`config.mk`:
```
export PLATFORM = sky130hd
export DESIGN_NAME = el2_lsu_ecc_scrub_flat
export DESIGN_NICKNAME = d
export VERILOG_FILES = /design/src/rtl/el2_lsu_ecc_scrub_if.sv /design/src/rtl/el2_lsu_ecc_scrub.sv /design/src/flat_wrapper.sv
export SDC_FILE = /design/constraint.sdc
export NUM_CORES = 1
export LEC_CHECK = 0
export ABC_AREA = 1
export CAP_MARGIN = 20
export CORE_AREA = 2 2 259 185
export CTS_BUF_LIST = sky130_fd_sc_hd__clkbuf_4 sky130_fd_sc_hd__clkbuf_8
export DETAILED_ROUTE_END_ITERATION = 10
export DIE_AREA = 0 0 261 187
export RECOVER_POWER = 25
export SYNTH_ARGS = -nofsm -noshare
export SYNTH_HDL_FRONTEND = slang
export SYNTH_SLANG_ARGS = --single-unit
```
`constraint.sdc`:
```
create_clock -name clk -period 6.8 [get_ports clk]
set_clock_uncertainty 0.05 [all_clocks]
set_input_delay 1.02 -clock clk [delete_from_list [all_inputs] [get_ports clk]]
set_output_delay 1.02 -clock clk [all_outputs]
set_load 0.01 [all_outputs]
```
`src/rtl/el2_lsu_ecc_scrub_if.sv`:
```
// DCCM scrub write-back channel between the ECC scrubber and the DCCM port arbiter.
// The master holds valid/addr/data/ecc stable until the arbiter returns ready.
interface el2_lsu_ecc_scrub_if #(
  parameter int DCCM_BITS       = 16,
  parameter int DCCM_DATA_WIDTH = 32,
  parameter int DCCM_ECC_WIDTH  = 7
);
  logic                       scrub_wr_valid;
  logic                       scrub_wr_ready;
  logic [DCCM_BITS-1:0]       scrub_wr_addr;
  logic [DCCM_DATA_WIDTH-1:0] scrub_wr_data;
  logic [DCCM_ECC_WIDTH-1:0]  scrub_wr_ecc;

  modport master (
    output scrub_wr_valid, scrub_wr_addr, scrub_wr_data, scrub_wr_ecc,
    input  scrub_wr_ready
  );

  modport slave (
    input  scrub_wr_valid, scrub_wr_addr, scrub_wr_data, scrub_wr_ecc,
    output scrub_wr_ready
  );
endinterface

```
`src/rtl/el2_lsu_ecc_scrub.sv`:
```
// Queues R-stage single-bit ECC corrections and writes the corrected words back to the DCCM,
// with a saturating correction counter and a threshold interrupt.
module el2_lsu_ecc_scrub #(
  parameter int DCCM_BITS       = 16,
  parameter int DCCM_DATA_WIDTH = 32,
  parameter int DCCM_ECC_WIDTH  = 7,
  parameter int QDEPTH          = 2,
  parameter int CNT_WIDTH       = 16
) (
  input  logic                       clk,
  input  logic                       rst_l,
  input  logic                       dec_tlu_core_ecc_disable,
  input  logic                       corr_valid_r,
  input  logic                       corr_lo_r,
  input  logic                       corr_hi_r,
  input  logic [DCCM_BITS-1:0]       corr_addr_lo_r,
  input  logic [DCCM_BITS-1:0]       corr_addr_hi_r,
  input  logic [DCCM_DATA_WIDTH-1:0] sec_data_lo_r,
  input  logic [DCCM_DATA_WIDTH-1:0] sec_data_hi_r,
  el2_lsu_ecc_scrub_if.master        wr,
  output logic                       scrub_busy,
  output logic                       scrub_overflow,
  input  logic [CNT_WIDTH-1:0]       corr_thresh,
  input  logic                       corr_count_clr,
  output logic [CNT_WIDTH-1:0]       corr_count,
  output logic                       corr_thresh_intr
);

  localparam int AW = $clog2(QDEPTH);
  localparam int PW = AW + 1;

  typedef enum logic [1:0] {IDLE = 2'd0, WR_LO = 2'd1, WR_HI = 2'd2} state_t;

  // Hamming SEC over positions 1..N (check bits at powers of two) plus overall parity in the MSB.
  function automatic logic [DCCM_ECC_WIDTH-1:0] ecc_encode(input logic [DCCM_DATA_WIDTH-1:0] d);
    logic [DCCM_ECC_WIDTH-1:0] e;
    int unsigned pos;
    e   = '0;
    pos = 2;
    for (int k = 0; k < DCCM_DATA_WIDTH; k++) begin
      pos = pos + 1;
      if ((pos & (pos - 1)) == 0) pos = pos + 1;
      for (int i = 0; i < DCCM_ECC_WIDTH - 1; i++)
        if (pos[i]) e[i] = e[i] ^ d[k];
    end
    e[DCCM_ECC_WIDTH-1] = ^{d, e[DCCM_ECC_WIDTH-2:0]};
    return e;
  endfunction

  logic                       q_lo      [QDEPTH];
  logic                       q_hi      [QDEPTH];
  logic [DCCM_BITS-1:0]       q_addr_lo [QDEPTH];
  logic [DCCM_BITS-1:0]       q_addr_hi [QDEPTH];
  logic [DCCM_DATA_WIDTH-1:0] q_data_lo [QDEPTH];
  logic [DCCM_DATA_WIDTH-1:0] q_data_hi [QDEPTH];

  logic [PW-1:0]        wr_ptr_reg, rd_ptr_reg;
  logic [AW-1:0]        wr_idx, rd_idx;
  logic                 q_empty, q_full;
  logic                 capture, push, pop, drop;
  state_t               state_reg, state_next;
  logic [CNT_WIDTH-1:0] cnt_reg, cnt_next, cnt_plus;
  logic                 intr_reg, intr_next;
  logic                 ovf_reg;

  assign wr_idx  = wr_ptr_reg[AW-1:0];
  assign rd_idx  = rd_ptr_reg[AW-1:0];
  assign q_empty = (wr_ptr_reg == rd_ptr_reg);
  assign q_full  = (wr_ptr_reg[AW] != rd_ptr_reg[AW]) && (wr_idx == rd_idx);

  assign capture = corr_valid_r & (corr_lo_r | corr_hi_r) & ~dec_tlu_core_ecc_disable;
  assign pop     = wr.scrub_wr_ready &
                   (((state_reg == WR_LO) & ~q_hi[rd_idx]) | (state_reg == WR_HI));
  assign push    = capture & (~q_full | pop);
  assign drop    = capture & q_full & ~pop;

  always_ff @(posedge clk) begin
    if (push) begin
      q_lo[wr_idx]      <= corr_lo_r;
      q_hi[wr_idx]      <= corr_hi_r;
      q_addr_lo[wr_idx] <= corr_addr_lo_r;
      q_addr_hi[wr_idx] <= corr_addr_hi_r;
      q_data_lo[wr_idx] <= sec_data_lo_r;
      q_data_hi[wr_idx] <= sec_data_hi_r;
    end
  end

  always_ff @(posedge clk or negedge rst_l) begin
    if (!rst_l) begin
      wr_ptr_reg <= '0;
      rd_ptr_reg <= '0;
    end else begin
      if (push) wr_ptr_reg <= wr_ptr_reg + PW'(1);
      if (pop)  rd_ptr_reg <= rd_ptr_reg + PW'(1);
    end
  end

  always_ff @(posedge clk or negedge rst_l) begin
    if (!rst_l) state_reg <= IDLE;
    else        state_reg <= state_next;
  end

  always_comb begin
    state_next = state_reg;
    case (state_reg)
      IDLE:    if (!q_empty) state_next = q_lo[rd_idx] ? WR_LO : WR_HI;
      WR_LO:   if (wr.scrub_wr_ready) state_next = q_hi[rd_idx] ? WR_HI : IDLE;
      WR_HI:   if (wr.scrub_wr_ready) state_next = IDLE;
      default: state_next = IDLE;
    endcase
  end

  // Head entry stays put until its pop, so the request is stable while waiting for ready.
  always_comb begin
    wr.scrub_wr_valid = 1'b0;
    wr.scrub_wr_addr  = '0;
    wr.scrub_wr_data  = '0;
    case (state_reg)
      WR_LO: begin
        wr.scrub_wr_valid = 1'b1;
        wr.scrub_wr_addr  = q_addr_lo[rd_idx];
        wr.scrub_wr_data  = q_data_lo[rd_idx];
      end
      WR_HI: begin
        wr.scrub_wr_valid = 1'b1;
        wr.scrub_wr_addr  = q_addr_hi[rd_idx];
        wr.scrub_wr_data  = q_data_hi[rd_idx];
      end
      default: ;
    endcase
  end

  assign wr.scrub_wr_ecc = ecc_encode(wr.scrub_wr_data);
  assign scrub_busy      = ~q_empty | (state_reg != IDLE);

  assign cnt_plus = cnt_reg + CNT_WIDTH'(1);

  // Dropped captures still count; clear beats a same-cycle increment.
  always_comb begin
    cnt_next  = cnt_reg;
    intr_next = 1'b0;
    if (corr_count_clr) begin
      cnt_next = '0;
    end else if (capture && !(&cnt_reg)) begin
      cnt_next  = cnt_plus;
      intr_next = (corr_thresh != '0) && (cnt_plus == corr_thresh);
    end
  end

  always_ff @(posedge clk or negedge rst_l) begin
    if (!rst_l) begin
      cnt_reg  <= '0;
      intr_reg <= 1'b0;
      ovf_reg  <= 1'b0;
    end else begin
      cnt_reg  <= cnt_next;
      intr_reg <= intr_next;
      if (corr_count_clr) ovf_reg <= 1'b0;
      else if (drop)      ovf_reg <= 1'b1;
    end
  end

  assign corr_count       = cnt_reg;
  assign corr_thresh_intr = intr_reg;
  assign scrub_overflow   = ovf_reg;

endmodule
```
`src/flat_wrapper.sv`:
```
// flat-port wrapper written by rule: the top's interface ports become plain ports
module el2_lsu_ecc_scrub_flat 
#(
  parameter int DCCM_BITS       = 16,
  parameter int DCCM_DATA_WIDTH = 32,
  parameter int DCCM_ECC_WIDTH  = 7,
  parameter int QDEPTH          = 2,
  parameter int CNT_WIDTH       = 16
)
  (clk, rst_l, dec_tlu_core_ecc_disable, corr_valid_r, corr_lo_r, corr_hi_r, corr_addr_lo_r, corr_addr_hi_r, sec_data_lo_r, sec_data_hi_r, scrub_busy, scrub_overflow, corr_thresh, corr_count_clr, corr_count, corr_thresh_intr, wr_scrub_wr_valid, wr_scrub_wr_addr, wr_scrub_wr_data, wr_scrub_wr_ecc, wr_scrub_wr_ready);
  el2_lsu_ecc_scrub_if #(.DCCM_BITS(DCCM_BITS), .DCCM_DATA_WIDTH(DCCM_DATA_WIDTH), .DCCM_ECC_WIDTH(DCCM_ECC_WIDTH)) wr_i ();
  input  logic clk;
  input  logic rst_l;
  input  logic dec_tlu_core_ecc_disable;
  input  logic corr_valid_r;
  input  logic corr_lo_r;
  input  logic corr_hi_r;
  input  logic [DCCM_BITS-1:0] corr_addr_lo_r;
  input  logic [DCCM_BITS-1:0] corr_addr_hi_r;
  input  logic [DCCM_DATA_WIDTH-1:0] sec_data_lo_r;
  input  logic [DCCM_DATA_WIDTH-1:0] sec_data_hi_r;
  output logic scrub_busy;
  output logic scrub_overflow;
  input  logic [CNT_WIDTH-1:0] corr_thresh;
  input  logic corr_count_clr;
  output logic [CNT_WIDTH-1:0] corr_count;
  output logic corr_thresh_intr;
  output wire logic [$bits(wr_i.scrub_wr_valid)-1:0] wr_scrub_wr_valid;
  output wire logic [$bits(wr_i.scrub_wr_addr)-1:0] wr_scrub_wr_addr;
  output wire logic [$bits(wr_i.scrub_wr_data)-1:0] wr_scrub_wr_data;
  output wire logic [$bits(wr_i.scrub_wr_ecc)-1:0] wr_scrub_wr_ecc;
  input wire logic [$bits(wr_i.scrub_wr_ready)-1:0] wr_scrub_wr_ready;
  assign wr_scrub_wr_valid = wr_i.scrub_wr_valid;
  assign wr_scrub_wr_addr = wr_i.scrub_wr_addr;
  assign wr_scrub_wr_data = wr_i.scrub_wr_data;
  assign wr_scrub_wr_ecc = wr_i.scrub_wr_ecc;
  assign wr_i.scrub_wr_ready = wr_scrub_wr_ready;
  el2_lsu_ecc_scrub #(.DCCM_BITS(DCCM_BITS), .DCCM_DATA_WIDTH(DCCM_DATA_WIDTH), .DCCM_ECC_WIDTH(DCCM_ECC_WIDTH), .QDEPTH(QDEPTH), .CNT_WIDTH(CNT_WIDTH)) u_core (.clk(clk), .rst_l(rst_l), .dec_tlu_core_ecc_disable(dec_tlu_core_ecc_disable), .corr_valid_r(corr_valid_r), .corr_lo_r(corr_lo_r), .corr_hi_r(corr_hi_r), .corr_addr_lo_r(corr_addr_lo_r), .corr_addr_hi_r(corr_addr_hi_r), .sec_data_lo_r(sec_data_lo_r), .sec_data_hi_r(sec_data_hi_r), .wr(wr_i), .scrub_busy(scrub_busy), .scrub_overflow(scrub_overflow), .corr_thresh(corr_thresh), .corr_count_clr(corr_count_clr), .corr_count(corr_count), .corr_thresh_intr(corr_thresh_intr));
endmodule
```
---- After elaboration in Yosys (flattened, before gate mapping) ----
Memories as Yosys holds them, arrays and structs flattened.
Cells that the tools add are included.
storage, ports and cells
  bits in latches ......................... 0
  word-level logic and storage cells ...... 154
  RAM bits ................................ 196
  memories ................................ 6
  bits in read-only memories .............. 0
  input bits .............................. 120
  output and inout bits ................... 75
  flip-flop bits (word level) ............. 24
memory list
  name              words  width  rd ports  clocked after memory_dff  wr ports  RTL line                 text
  u_core.q_data_hi  2      32     1         0                         1         el2_lsu_ecc_scrub.sv:55  logic [DCCM_DATA_WIDTH-1:0] q_data_hi [QDEPTH];
  u_core.q_data_lo  2      32     1         0                         1         el2_lsu_ecc_scrub.sv:54  logic [DCCM_DATA_WIDTH-1:0] q_data_lo [QDEPTH];
  u_core.q_addr_hi  2      16     1         0                         1         el2_lsu_ecc_scrub.sv:53  logic [DCCM_BITS-1:0] q_addr_hi [QDEPTH];
  u_core.q_addr_lo  2      16     1         0                         1         el2_lsu_ecc_scrub.sv:52  logic [DCCM_BITS-1:0] q_addr_lo [QDEPTH];
  u_core.q_hi       2      1      1         0                         1         el2_lsu_ecc_scrub.sv:51  logic q_hi [QDEPTH];
  u_core.q_lo       2      1      1         0                         1         el2_lsu_ecc_scrub.sv:50  logic q_lo [QDEPTH];
operators by class
  multipliers ............................. 0
  equal/unequal tests ..................... 9
  reduce and logical (&&, ||, !) cells .... 13
  $add $sub $neg .......................... 3
  divide/modulo/power cells ............... 0
  order comparisons ....................... 0
  mux-type cells .......................... 17
  bitwise logic cells ..................... 100
  shifts and indexed selects .............. 0
operators by type and width
  operator                                             number
  XOR 1 bit                                            84
  case mux 32 bit (2 select lines)                     1
  parity 38 bit                                        1
  2-to-1 mux 16 bit                                    2
  case mux 16 bit (2 select lines)                     1
  adder 16 x 1 -> 16 bit, second input constant        1
  equality test 16 bit                                 1
  AND reduction 16 bit                                 1
  nonzero test 16 bit                                  1
  2-to-1 mux 2 bit                                     5
  bitwise AND 1 bit                                    7
  2-to-1 mux 1 bit                                     7
  != test 2 bit, second input constant                 3
  case mux 2 bit (3 select lines)                      1
  nonzero test 2 bit                                   3
  inverter 1 bit                                       5
  adder 2 x 1 -> 2 bit, second input constant          2
  OR 1 bit                                             4
  logical AND 1 bit                                    3
  AND reduction 3 bit                                  1
  equality test 2 x 1 -> 1 bit, second input constant  1
  equality test 2 bit                                  1
  equality test 2 bit, second input constant           1
  zero test 2 bit                                      1
  4 further kinds                                      4

---- Longest topological paths before layout ----
Gate-level depths: netlist of run 1.
  word-level depth ........................ 20
  gate-level depth with buffers ........... 26
  mapped depth without buffers ............ 25

---- Least setup slack after synthesis of run 1 ----
No wires, ideal clock.
  path kind ............................... input port to flip-flop
  start ................................... input wr_scrub_wr_ready
  end ..................................... memory u_core.q_addr_hi[1][0], enable pin
  stages on the path ...................... 6
  setup time .............................. 559 ps
  arrival time ............................ 5656 ps
  slack ................................... 534 ps
  path buffers ............................ 0
  data required time ...................... 6191 ps
  cells stage by stage .................... inv_1 -> nor3_1 -> inv_1 -> nand2_1 -> nand2_1 -> nor2_1
between the ends
  word-level cells in the longest chain between the ends .. 5
ends and longest elaborated chain
  item                                    RTL line                 text
  from (decl)                             flat_wrapper.sv:32       input wire logic [$bits(wr_i.scrub_wr_ready)-1:0] wr_scrub_wr_ready;
  bitwise AND 1 bit                       el2_lsu_ecc_scrub.sv:72  assign pop = wr.scrub_wr_ready &
  OR 1 bit                                el2_lsu_ecc_scrub.sv:74  assign push = capture & (~q_full | pop);
  bitwise AND 1 bit                       el2_lsu_ecc_scrub.sv:74
  2-to-1 mux 1 bit                        el2_lsu_ecc_scrub.sv:78  if (push) begin
  2-to-1 mux 1 bit (implied by the code)  el2_lsu_ecc_scrub.sv:82  q_addr_hi[wr_idx] <= corr_addr_hi_r;
  to (decl)                               el2_lsu_ecc_scrub.sv:53
Every way passes these cells.

---- Worst setup path in the final report of run 1 ----
  start ................................... register u_core.rd_ptr_reg[0]
  end ..................................... output wr_scrub_wr_ecc[6]
between the ends
  word-level cells in the longest chain between the ends .. 20
  elaborated cells between the ends (all ways) .. 88
  those cells by class .................... mux (1); bitwise (84); reduce/logical (1); memory (2)
ends and longest elaborated chain
  item                                         RTL line                  text
  from (decl)                                  el2_lsu_ecc_scrub.sv:57   logic [PW-1:0] wr_ptr_reg, rd_ptr_reg;
  from (signal assigned)                       el2_lsu_ecc_scrub.sv:94   if (pop) rd_ptr_reg <= rd_ptr_reg + PW'(1);
  memory read (2 x 32 bit) (on tied branches)  n/a
  case mux 32 bit (2 select lines) *           el2_lsu_ecc_scrub.sv:118  case (state_reg)
  XOR 1 bit (17 in a row)                      el2_lsu_ecc_scrub.sv:44   if (pos[i]) e[i] = e[i] ^ d[k];
  parity 38 bit *                              el2_lsu_ecc_scrub.sv:46   e[DCCM_ECC_WIDTH-1] = ^{d, e[DCCM_ECC_WIDTH-2:0]};
  to (decl)                                    flat_wrapper.sv:31        output wire logic [$bits(wr_i.scrub_wr_ecc)-1:0] wr_scrub_wr_ecc;
Mark *: on every way between the ends. The rest lies on a longest branch, timed or not.

==> summary.md, run 1 <==
| Metric | Value |
|---|---|
| Routed vias/inst | `4.23` |
| Registers with the most flip-flops | `u_core.q_data_hi x64, u_core.q_data_lo x64` |
| Cts bufs inserted | `40` |
| Reg2reg setup slack | `3.36 ns` |
| Syn Inst Count | `1336` |
| Share of cells above drive strength 1 | `0.0802` |
| Grt ovf | `0` |
| Die Area | `48800 um2` |
| Synth Area in Simple Gates | `0.265` |
| CP endpoint kind | `primary output` |
| Final Max Slew Viols | `0` |
| Final count of negative-setup-slack endpoints | `0` |
| FFs w/ async S/R, synth | `0.109` |
| Crit-path cells | `inv_8 -> nand2_1 -> nand3_1 -> nand2_1 -> nand2_2 -> nand2_1 -> nand2_2 -> xor2_1 -> nand3_1 -> nand2_1 -> nand3_1 -> nand2_2 -> nand2_1 -> nand2_1 -> nand3_1 -> nand2_1 -> nor2_1 -> nor2_1 -> clkdlybuf4s50_1` |
| Hold path start | `u_core.wr_ptr_reg[1]` |
| CTS sink count | `220` |
| Yosys top cell area share | `0.514` |
| Setup Total Neg Slack | `0 ns` |
| Largest net degree at the start of global routing | `91` |
| DRT antenna net count | `0` |
| Data arrival, critical path | `4.26 ns` |
| H-tree depth | `2` |
| Die width | `261 um` |
| Max VDD drop | `0.277 mV` |
| Fmax | `188 MHz` |
| Initial antenna violation count | `17` |
| DRT Pass-1 Iters | `5` |
| Initial Utilization | `0.245` |
| Slew @ Worst Pin | `1.37 ns` |
| DR WL/cell | `15.5 um` |
| Tot Pwr | `0.00737 W` |
| Post-Synth XOR/XNOR Area | `0.0221` |
| Status | `finished, final reports clean` |
| Slew headroom | `0.0858` |
| Most frequent cell after synthesis | `nand2_1` |
| Yosys cell types | `38` |
| Clock Latency Late Sink | `0.53 ns` |
| Final #Nets | `1664` |
| Synthesis-to-finish area growth | `29.1%` |
| Routed vias | `9287` |
| Synth Area in Adders | `0.00437` |
| Iter 0 DRT Violations | `563` |
| CTS tree | `built` |
| Type of the worst min-delay path | `register to register` |
| Hold_ws | `0.439 ns` |
| Dominant combinational cell family by area after synthesis | `simple AND/OR/NAND/NOR gates` |
| Period utilization | `0.784` |
| Cell mode on critical path | `nand2_1` |
| CP max stage cell | `dfrtp_4` |
| Vias in the first global route | `8976` |
| Synth Cell Area | `11400 um2` |
| Main synth FF type | `edfxtp_1` |
| Most instantiated cells after synthesis | `nand2_1, inv_1, edfxtp_1` |
| Register area share after synthesis | `0.567` |
| Top post-synthesis cells by area | `edfxtp_1, nand2_1, inv_1, dfrtp_1, nand3_1` |
| Crit-path max FO | `90` |
| Port buffer count | `194` |
| PwrDens | `499 nW/um2` |
| IO Pins | `195` |
| DRC viols | `0` |
| CTS max path bufs | `3` |
| Mux cell area share after synthesis | `0.000875` |
| Fin util | `0.316` |
| Synth warn | `0` |
| Req. time, crit path | `5.73 ns` |
| Leak | `6.40 nW` |
| Compound-Gate Fraction of Synth Area | `0.0447` |
| Global placement routability congestion | `0.881` |
| HPWL after DPL | `24.4 mm` |
| Post-synth top area cell | `edfxtp_1` |
| R2R Path Start | `u_core.rd_ptr_reg[0]` |
| Final Hold Fails | `0` |
| Syn_nets | `1460` |
| Layout fillers | `4886` |
| Hold Buf Count CTS | `0` |
| Std cell rows | `67` |
| Post-synth EDFFs | `196` |
| Maxcap violations | `0` |
| Post-CTS resize count | `0` |
| Worst-path clk slew | `0.06 ns` |
| GRT Util Overall | `0.139` |
| RSZ-0062 raised after global routing | `false` |
| Core footprint | `46800 um2` |
| CTS Root Buffer Type | `clkbuf_8` |
| Mean Syn Cell Area | `8.57 um2` |
| Post-CTS setup buffers | `0` |
| Die Y | `187 um` |
| Clock period minus final worst setup slack | `5.33 ns` |
| Global-route wire length before repair | `52.0 mm` |
| Number of synthesized register bits | `220` |
| Critical Path Source Type | `register` |
| Critical path class | `register to primary output` |
| Largest stage delay on the critical path | `0.66 ns` |
| Crit path launch | `u_core.rd_ptr_reg[0]` |
| Final wirelength | `34.0 mm` |
-- final cells by class --
cell class / count / area [um2] / share of cell area
Sequential cell: 220 / 6490 / 0.439
Multi-Input combinational cell: 856 / 3870 / 0.262
Timing Repair Buffer: 203 / 2020 / 0.137
Inverter: 219 / 830 / 0.0561
Tap cell: 621 / 777 / 0.0526
Clock buffer: 56 / 689 / 0.0467
Clock inverter: 17 / 85.1 / 0.00576
Antenna cell: 5 / 12.5 / 0.000847
-- stage by stage --
step | instance area (um2) | worst slack, ns | cells
final | 14800 | 1.47 | 2197
after global routing | 14800 | 1.03 | 2192
after CTS | 14800 | 1.38 | 2192
after detailed placement | 14000 | 2.01 | 2119
after global placement | 14000 | 2.02 | 2119
after floorplan | 11400 | 0.534 | 1336
-- power breakdown --
group	switching, W	internal [W]	leakage [nW]	total (W)
Combinational	0.00282	0.00159	3.89	0.00441
Sequential	0.0000826	0.00167	2.10	0.00175
Clock	0.000553	0.000658	0.404	0.00121
Total	0.00346	0.00391	6.40	0.00737
-- per-layer routing --
layer / wire, um / vias up / global-route usage / part of all wire
li1: - / 4681 / - / -
met1: 16000 / 4296 / 0.189 / 0.47
met2: 14700 / 238 / 0.213 / 0.43
met3: 2490 / 60 / 0.0432 / 0.073
met4: 707 / 12 / 0.0347 / 0.021
met5: 80 / - / 0 / 0.0023
-- worst max-delay path, delay by kind of cell (launching register included) --
family	cells	cell delay, ns
and+or+nand+nor	16	1.60
buffers and inverters	2	1.01
DFF	1	0.66
xor gates and xnor gates	1	0.37
-- path summary, 6_finish.rpt --
path                                            to  cells past startpoint
min in group asynchronous    u_core.corr_count[11]                      2
setup reg to reg           u_core.q_data_hi[0][21]                      9
hold reg to reg               u_core.wr_ptr_reg[1]                      1
max in group asynchronous     u_core.rd_ptr_reg[0]                      2
hold / removal                u_core.wr_ptr_reg[1]                      1
setup / recovery                wr_scrub_wr_ecc[6]                     19
-- kinds of logic (layout without fill, tap and decap cells) --
| group | after synthesis | after routing |
|---|---|---|
| fa+ha+maj | 4 | 4 |
| xor+xnor | 28 | 28 |
| mux | 1 | 1 |
| flops | 220 | 220 |
| other cells | 0 | 5 |
| simple gates | 729 | 729 |
| compound gates | 94 | 94 |
| buf+inv | 260 | 495 |
-- layout by cell type, fill, tap and decap left out, types with 18 or more instances in the layout --
cell type        count
inv_1              205
xor2_1              18
dlygate4sd3_1       54
nand3_1            116
clkbuf_8            43
nand2_1            430
clkdlybuf4s50_1    140
edfxtp_1           196
dfrtp_1             23
o21ai_0             47
nand2_2             27
a21oi_1             22
nor2_1             127
(Power assumes the default switching activity.)
==> inputs of run 2 (changes only) <==
Clock period 6.8 ns to 4.35 ns, I/O delays scaled along.
==> run 2 against run 1 <==
  * Cell area up 5.4%
  * Critical endpoint unchanged
  * Non-clock buffer count rose by 22
  * Flip-flop and latch count is the same
  * Sequential power increased by 54%
  * First-iteration DRC count up 28%
  * Die area stayed put
  * Sequential share of layout area shrank 2.2 points
==> summary.md, run 2 (synthesized netlist as in run 1, its figures left out) <==
| Metric | Value |
|---|---|
| Std cell rows | `67` |
| Req. time, crit path | `3.65 ns` |
| CTS sink count | `220` |
| Setup Total Neg Slack | `0 ns` |
| Type of the worst min-delay path | `input port to async pin` |
| CP endpoint kind | `primary output` |
| Critical path class | `register to primary output` |
| Final count of negative-setup-slack endpoints | `0` |
| Final #Nets | `1685` |
| Routed vias/inst | `4.32` |
| Iter 0 DRT Violations | `718` |
| Final Hold Fails | `0` |
| Initial antenna violation count | `18` |
| RSZ-0062 raised after global routing | `false` |
| Commonest non-fill, non-tap cell in the layout | `nand2_1` |
| CTS max path bufs | `3` |
| Most frequent cells in the layout | `nand2_1, inv_1, edfxtp_1, clkdlybuf4s50_1, nor2_1` |
| Core footprint | `46800 um2` |
| Layout fillers | `4843` |
| GRT Util Overall | `0.146` |
| Worst-path clk slew | `0.07 ns` |
| Fmax | `247 MHz` |
| Data arrival, critical path | `3.35 ns` |
| CTS tree | `built` |
| IO Pins | `195` |
| Tot Pwr | `0.0126 W` |
| Crit-path max FO | `19` |
| CTS Root Buffer Type | `clkbuf_8` |
| Share of cells above drive strength 1 | `0.134` |
| Registers with the most flip-flops | `u_core.q_data_hi x64, u_core.q_data_lo x64` |
| DRT antenna net count | `0` |
| Leak | `6.70 nW` |
| Vias in the first global route | `9145` |
| Clock Latency Late Sink | `0.58 ns` |
| Period utilization | `0.932` |
| Die Y | `187 um` |
| Die width | `261 um` |
| Initial Utilization | `0.245` |
| DRC viols | `0` |
| Global placement routability congestion | `0.931` |
| Critical Path Source Type | `register` |
| Cts bufs inserted | `39` |
| Largest net degree at the start of global routing | `72` |
| Global-route wire length before repair | `54.0 mm` |
| Die Area | `48800 um2` |
| Synthesis-to-finish area growth | `36.0%` |
| Final Max Slew Viols | `0` |
| Slew @ Worst Pin | `0.657 ns` |
| Clock period minus final worst setup slack | `4.05 ns` |
| Slew headroom | `0.561` |
| H-tree depth | `2` |
| Port buffer count | `194` |
| DRT Pass-1 Iters | `5` |
| PwrDens | `807 nW/um2` |
| Max VDD drop | `0.510 mV` |
| Maxcap violations | `0` |
| Grt ovf | `0` |
| Status | `finished, final reports clean` |
| Final wirelength | `36.4 mm` |
| HPWL after DPL | `25.0 mm` |
| Routed vias | `9584` |
| DR WL/cell | `16.4 um` |
-- run 2: cell types whose count changed in the layout (fill, tap and decap cells not counted), moves of 9 or more --
cell,previous run,this run
clkdlybuf4s50_1,140,127
nand2_2,27,57
buf_4,7,16
nand2_1,430,395
nand3_2,5,15
nor2_1,127,118
nand3_1,116,106
nor2_2,1,10
dlygate4sd3_1,54,66
-- run 2: layout make-up --
type | instances | area, um2 | share of cell area
well taps | 621 | 777 | 0.0499
repair buffers | 225 | 2410 | 0.155
multi-input cells | 856 | 4170 | 0.268
inverters | 219 | 858 | 0.0551
clock buffers | 44 | 574 | 0.0369
diodes | 8 | 20.0 | 0.00129
flip-flops and latches | 220 | 6490 | 0.417
clock inverters | 27 | 260 | 0.0167
-- run 2: where the power goes --
| group | switching, W | total (W) | leakage [nW] | internal [W] |
|---|---|---|---|---|
| registers | 0.000103 | 0.00270 | 2.10 | 0.00260 |
| logic | 0.00482 | 0.00775 | 4.16 | 0.00293 |
| clock network | 0.000914 | 0.00211 | 0.434 | 0.00119 |
| total | 0.00584 | 0.0126 | 6.70 | 0.00672 |
-- run 2: worst paths after layout --
check	startpoint	endpoint	slack [ns]	cells past startpoint
worst max register to register	u_core.rd_ptr_reg[0]	u_core.q_data_lo[1][31]	1.19	10
max in group asynchronous	rst_l	u_core.rd_ptr_reg[0]	3.17	2
worst min-delay path	rst_l	u_core.corr_count[11]	0.42	1
min in group clk	u_core.rd_ptr_reg[1]	u_core.rd_ptr_reg[1]	0.44	1
worst min register to register	u_core.rd_ptr_reg[1]	u_core.rd_ptr_reg[1]	0.44	1
worst max-delay path	u_core.rd_ptr_reg[0]	wr_scrub_wr_ecc[6]	0.30	22
-- run 2: per-layer routing --
metal	GRT usage	wire (um)	vias up
li1	-	-	4752
met1	0.205	17300	4448
met2	0.213	15200	299
met3	0.0440	2820	77
met4	0.0483	985	8
met5	0	55	-
-- run 2: timing repair --
action	4_1_cts	5_1_grt
endpoints found under the setup margin	1	4
pin swaps	4	19
gates cloned	4	3
hold buffers	0	0
resized for setup	32	66
setup buffers	1	7
-- run 2: critical path, stage by stage, from the launching register on --
cell and delay, ns:
dfrtp_4 0.58, buf_12 0.17, clkbuf_16 0.18, nand2_1 0.08, nand3_1 0.09, nand2_2 0.15, nand2_2 0.10, inv_4 0.08
nand2_1 0.09, o21ai_4 0.12, nand3_2 0.13, buf_4 0.17, nand2_1 0.10, nand2_1 0.08, nand2_1 0.06, nand2_1 0.04
nand2_1 0.08, nand3_1 0.08, nand2_1 0.09, inv_1 0.04, nor2_1 0.07, nor2_1 0.04, clkbuf_2 0.12
-- run 2: metrics by stage --
| stage | util | setup WS, ns | hold WS [ns] | cells | cell area, um2 |
|---|---|---|---|---|---|
| after global routing | 0.333 | 0.0132 | 0.451 | 2215 | 15600 |
| after global placement | 0.302 | 0.303 | 0.427 | 2126 | 14100 |
| after CTS | 0.325 | 0.0985 | 0.419 | 2202 | 15200 |
| after floorplan | - | 0.922 | 0.307 | 1336 | 11500 |
| final | 0.333 | 0.296 | 0.418 | 2220 | 15600 |
| after detailed placement | 0.302 | 0.333 | 0.437 | 2126 | 14100 |
